File: config.mk
export PLATFORM = sky130hd
export DESIGN_NAME = dmem_responder
export DESIGN_NICKNAME = d
export VERILOG_FILES = /design/src/rtl/lc3b_types.sv /design/src/rtl/dmem_array.sv /design/src/rtl/dmem_responder.sv
export SDC_FILE = /design/constraint.sdc
export NUM_CORES = 2
export LEC_CHECK = 0
export BUFFER_PORTS_ARGS = -buffer_cell sky130_fd_sc_hd__buf_2
export CAP_MARGIN = 20
export CORE_MARGIN = 1
export CORE_UTILIZATION = 49
export CTS_CLUSTER_DIAMETER = 50
export DETAILED_ROUTE_END_ITERATION = 10
export PLACE_DENSITY = 0.64
export SETUP_SLACK_MARGIN = 0.05
export SYNTH_ARGS = -nofsm -noshare
export SYNTH_HDL_FRONTEND = slang
export SYNTH_SLANG_ARGS = --single-unit
export TNS_END_PERCENT = 100
File: constraint.sdc
create_clock -name clk -period 4.5 [get_ports clk]
set_input_delay 0.45 -clock clk [delete_from_list [all_inputs] [get_ports clk]]
set_output_delay 0.45 -clock clk [all_outputs]
set_load 0.05 [all_outputs]
File: src/rtl/lc3b_types.sv
// Shared lc3b types for the data-memory responder: word and byte-mask widths, FSM states.
package lc3b_types;

    typedef logic [15:0] lc3b_word;
    typedef logic [1:0]  lc3b_mem_wmask;

    typedef enum logic [1:0] {
        IDLE = 2'd0,
        WAIT = 2'd1,
        RESP = 2'd2
    } dmem_state_t;

endpackage

File: src/rtl/dmem_array.sv
// 2^ADDR_BITS x 16 synchronous storage with per-byte write enable and a registered read port.
module dmem_array
    import lc3b_types::*;
#(
    parameter int ADDR_BITS = 8
) (
    input  logic                 clk,
    input  logic                 rst,
    input  logic [ADDR_BITS-1:0] addr,
    input  lc3b_word             wdata,
    input  lc3b_mem_wmask        wmask,
    input  logic                 re,
    output lc3b_word             rdata
);

    lc3b_word mem [2**ADDR_BITS];

    // Storage is never cleared by reset, so it lives in its own reset-free block.
    always_ff @(posedge clk) begin
        if (wmask[0]) mem[addr][7:0]  <= wdata[7:0];
        if (wmask[1]) mem[addr][15:8] <= wdata[15:8];
    end

    always_ff @(posedge clk) begin
        if (rst) begin
            rdata <= '0;
        end else if (re) begin
            rdata <= mem[addr];
        end
    end

endmodule

File: src/rtl/dmem_responder.sv
// Data-memory responder: holds each request for LATENCY wait cycles, then pulses mem_resp.
// Define DMEM_CHECK_EN to flag request signals that change while a transaction is waiting.
module dmem_responder
    import lc3b_types::*;
#(
    parameter int LATENCY   = 3,
    parameter int ADDR_BITS = 8
) (
    input  logic          clk,
    input  logic          rst,
    input  logic          mem_read,
    input  logic          mem_write,
    input  lc3b_word      mem_address,
    input  lc3b_word      mem_wdata,
    input  lc3b_mem_wmask mem_byte_enable,
    output logic          mem_resp,
    output lc3b_word      mem_rdata,
    output logic          protocol_err
);

    dmem_state_t   state;
    logic [3:0]    count;
    logic          cap_read;
    logic          cap_write;
    lc3b_word      cap_address;
    lc3b_word      cap_wdata;
    lc3b_mem_wmask cap_be;

    logic          commit;
    lc3b_mem_wmask array_wmask;
    logic          unused_addr_bits;

    always_ff @(posedge clk) begin
        if (rst) begin
            state        <= IDLE;
            count        <= '0;
            mem_resp     <= 1'b0;
            protocol_err <= 1'b0;
        end else begin
            mem_resp <= 1'b0;
            case (state)
                IDLE: begin
                    if (mem_read || mem_write) begin
                        cap_read    <= mem_read;
                        cap_write   <= mem_write;
                        cap_address <= mem_address;
                        cap_wdata   <= mem_wdata;
                        cap_be      <= mem_byte_enable;
                        count       <= 4'(LATENCY - 1);
                        state       <= WAIT;
                        if (mem_read && mem_write) protocol_err <= 1'b1;
                    end
                end
                WAIT: begin
                    if (count == 4'd0) begin
                        state    <= RESP;
                        mem_resp <= 1'b1;
                    end else begin
                        count <= count - 4'd1;
                    end
`ifdef DMEM_CHECK_EN
                    if ({mem_read, mem_write, mem_address, mem_wdata, mem_byte_enable} !=
                        {cap_read, cap_write, cap_address, cap_wdata, cap_be})
                        protocol_err <= 1'b1;
`endif
                end
                RESP:    state <= IDLE;
                default: state <= IDLE;
            endcase
        end
    end

    // The array acts on the last WAIT edge; gating with rst keeps an aborted write from landing.
    assign commit      = (state == WAIT) && (count == 4'd0) && !rst;
    assign array_wmask = (commit && cap_write) ? cap_be : 2'b00;

    // Only the word-index bits reach the array; the rest of the byte address is dropped.
    assign unused_addr_bits = ^{cap_address, cap_read};

    dmem_array #(
        .ADDR_BITS(ADDR_BITS)
    ) u_array (
        .clk  (clk),
        .rst  (rst),
        .addr (cap_address[ADDR_BITS:1]),
        .wdata(cap_wdata),
        .wmask(array_wmask),
        .re   (commit && !cap_write),
        .rdata(mem_rdata)
    );

endmodule

==> impl_results.md <==
- Row cnt: 209
- DRT iter0 DRCs: 11,100
- Post-Synthesis Cells: 7,515
- Kind of critical path: flip-flop to flip-flop
- GRT Util Overall: 26.1%
- Clock slew at reported path FFs: 0.06 ns
- Worst vdd rail ir drop: 0.000353 V
- Wire length on met1: 166,000 um
- Post-CTS Setup Inserts: 0
- GRT overflow: 0
- Largest cells by area after synthesis: edfxtp_1 (77%), mux4_2 (14%), mux2i_1 (2.0%)
- FF-to-FF Start: cap_address[4]
- Finish-stage setup viols: 0
- Clk buf depth: 4
- Layout filler cell count: 23,600
- Placer Congestion: 0.882
- CP Launch Type: flip-flop
- Post-CTS sizing: 0
- Netlist Area Pre-Place: 0.160 mm2
- Largest net degree at the start of global routing: 209
- Cells along the critical path: buf_12, buf_12, nand4b_1, o22ai_1, nor4_1, buf_4, o2111a_1, a311oi_1, a2111oi_0, buf_4, o22ai_1
- Post-DR wirelength/cell: 33.4 um
- Internal reg-to-reg setup slack: 0.19 ns
- Worst Path Arrival: 5.15 ns
- Outcome: complete, no violations
- Post-Place Setup Slack: 0.293 ns
- Via Count: 81,300
- Unrepaired setup endpoints after global routing: no
- Relative max-transition margin: 22.6%
- Crit end category: flip-flop
- Synth top area share: 77.2%
- Unique masters post-synth: 72
- Initial core utilization: 49.4%
- Crit path max-delay family: compound AO/OA/AOI/OAI gates
- Cts bufs inserted: 430
- Share of layout cells above drive strength 1: 28.3%
- Nets: 8,293
- Hold depth: 2
- Post-route clock period utilization: 95.8%
- CTS Hold Buffers Added: 30
- Startpoint of the worst hold path: mem_address[3]
- DRC Markers: 0
- Top_reg_cell synth: edfxtp_1
- Leakage: 58.8 nW
- Worst hold endpoint: cap_address[3]
- Final WL: 432,000 um
- WL met3: 39,700 um
- Flops & latches, synth: 4,147
- # Max-Cap Violations: 0
- Final worst setup slack: 0.190 ns
- Crit path largest cell delay: 0.69 ns
- Max layer used: met5
- Area added between synthesis and finish: 15.1%
- EDFF count, synth: 4,123
- Placed cell count: 12,100
- Hold crit path type: primary input to flip-flop
- CP bufs+invs: 4
- Final count of hold timing violations: 0
- Avg Inst Size Synth: 21.3 um2
- Worst-Margin Slew: 1.15 ns
- Num ports: 56
- R2r worst-path depth: 11
- Fmax: 232 MHz
- First-pass GRT wire length: 611,000 um
- Clk root buf: clkbuf_16
- Final setup TNS: 0 ns
- PortBufs: 47
- Post-synthesis sequential area ratio: 77.5%
- 1st-pass router iterations: 7
- Die Span Y: 574 um
- Die area: 0.330 mm2
- Final non-filler cell total: 12,900
- Slew Viols, Final: 0
- Crit-path slowest cell: nor4_1
- Storage cell area: 0.124 mm2
- Synth warnings: 0
- Fin Clk Skew: 0.0881 ns
- Data required, critical path: 5.34 ns
- Die span in x: 574 um
- Vias per cell: 6.28
- Power per cell area: 470 mW/mm2
- Hpwl dp: 269,000 um
- Largest fanout on the critical path: 34
- Vias in the first global route: 81,200
- Area leader, netlist: edfxtp_1
- Core ar.: 0.325 mm2
- Tmin final: 4.31 ns
- Worst-Skew Late Latency: 1.00 ns
- Initial antenna violation count: 18
- Post-Syn Nets: 7,554
- CTS tree: done
- Sink Count: 4,147
- Capture point of the worst reg-to-reg path: u_array.rdata[9]
- Post-synth ARST share: 0%
- H-tree depth: 5
- Routed Antenna Nets: 0
- Met2 routed WL: 209,000 um
- Area of the multi-input gates: 0.0339 mm2
-- kinds of logic after synthesis --
logic type / after synthesis / synth area share [%]
DFF: 4147 / 77.5
muxes: 1316 / 15.8
and+or+nand+nor: 1020 / 2.69
AOI/OAI and AO/OA: 551 / 2.46
buffers and inverters: 477 / 1.55
xor gates and xnor gates: 3 / 0.0164
adders and majority gates: 1 / 0.00780
-- flip-flops by register name, summed over array words and instances (netlist names) --
name	count
cap_address	8
cap_be	2
cap_wdata	16
cap_write	1
count	4
mem_resp	1
protocol_err	1
state	2
u_array.mem	4096
u_array.rdata	16
-- synthesized netlist by cell type, drive strengths merged, types with 4 or more instances --
library cell and instances:
o2111a 5, nand2 153, nor3 35, buf 283, mux4 968, a41o 4
o2111ai 9, o21ai 50, a211oi 30, o221a 4, mux2i 318, a22oi 138
edfxtp 4123, and2 18, nand3 69, nand2b 8, a21oi 54, mux2 30
a31oi 30, nand4 27, o22ai 85, a311oi 9, a21o 5, and3 10
a221oi 34, o31ai 6, o211ai 9, nor2 643, nor2b 14, o311ai 6
nand4b 8, nor3b 5, o2bb2ai 5, dfxtp 24, clkbuf 186, inv 6
o221ai 20, nor4 12, a22o 26
-- through the flow --
stage / instance area [um2] / power [mW] / hold WS, ns / util [%]
2_1_floorplan: 160000 / 48.7 / 0.480 / -
3_3_place_gp: 170000 / 51.8 / 0.507 / 52.3
3_5_place_dp: 170000 / 51.9 / 0.492 / 52.3
4_1_cts: 185000 / 87.1 / 0.0951 / 56.8
5_1_grt: 185000 / 88.8 / 0.160 / 56.8
6_report: 185000 / 86.7 / 0.175 / 56.8
-- how the worst max path moves through the flow --
stage                    from                 end  slack (ns)  cells past startpoint
2_1_floorplan    cap_wdata[0]   u_array.mem[0][0]        0.45                      0
3_3_place_gp   cap_address[2]    u_array.rdata[3]        0.11                      9
3_5_place_dp   cap_address[1]    u_array.rdata[9]        0.29                     11
4_1_cts        cap_address[1]    u_array.rdata[9]        0.26                     11
5_1_grt              count[1]  u_array.mem[40][2]        0.15                      8
6_report       cap_address[4]    u_array.rdata[9]        0.19                     11
-- per-layer routing --
layer / up-vias / GRT usage (%)
met5: - / 0
met2: 4289 / 42.0
met1: 43400 / 36.1
li1: 32900 / -
met4: 4 / 9.57
met3: 700 / 4.49
-- power breakdown --
part / total (mW) / switching (mW) / internal, mW / leakage (nW)
clock: 35.6 / 15.2 / 20.4 / 6.86
sequential: 43.3 / 0.118 / 43.2 / 37.2
combinational: 7.88 / 5.24 / 2.64 / 14.7
total: 86.7 / 20.6 / 66.1 / 58.8
-- layout by cell type, fill, tap and decap left out, types with 15 or more instances in the layout --
cell / instances
clkinv_2: 71
clkbuf_16: 430
a22oi_1: 138
and2_1: 15
o21ai_0: 50
nand4_1: 27
nand3_1: 65
a211oi_1: 30
edfxtp_1: 4123
a31oi_1: 30
mux4_2: 968
mux2_2: 30
clkinv_1: 95
buf_12: 71
mux2i_1: 318
clkinvlp_4: 34
dfxtp_1: 24
a221oi_1: 34
buf_4: 626
o221ai_1: 20
clkbuf_1: 58
dlygate4sd3_1: 30
inv_6: 17
nor2_1: 636
nand2_1: 141
bufinv_16: 46
nor3_1: 35
a22o_1: 26
o22ai_1: 85
a21oi_1: 54
clkinv_4: 18
buf_2: 48
-- final cells by class --
| type | instances | share of cell area (%) |
|---|---|---|
| diodes | 5 | 0.00678 |
| clock buffers | 488 | 5.95 |
| clock inverters | 308 | 1.77 |
| inverters | 8 | 0.0217 |
| multi-input cells | 2891 | 18.3 |
| flip-flops and latches | 4147 | 67.3 |
| well taps | 4325 | 2.93 |
| repair buffers | 776 | 3.62 |
Power figures use the tool's default switching activity.
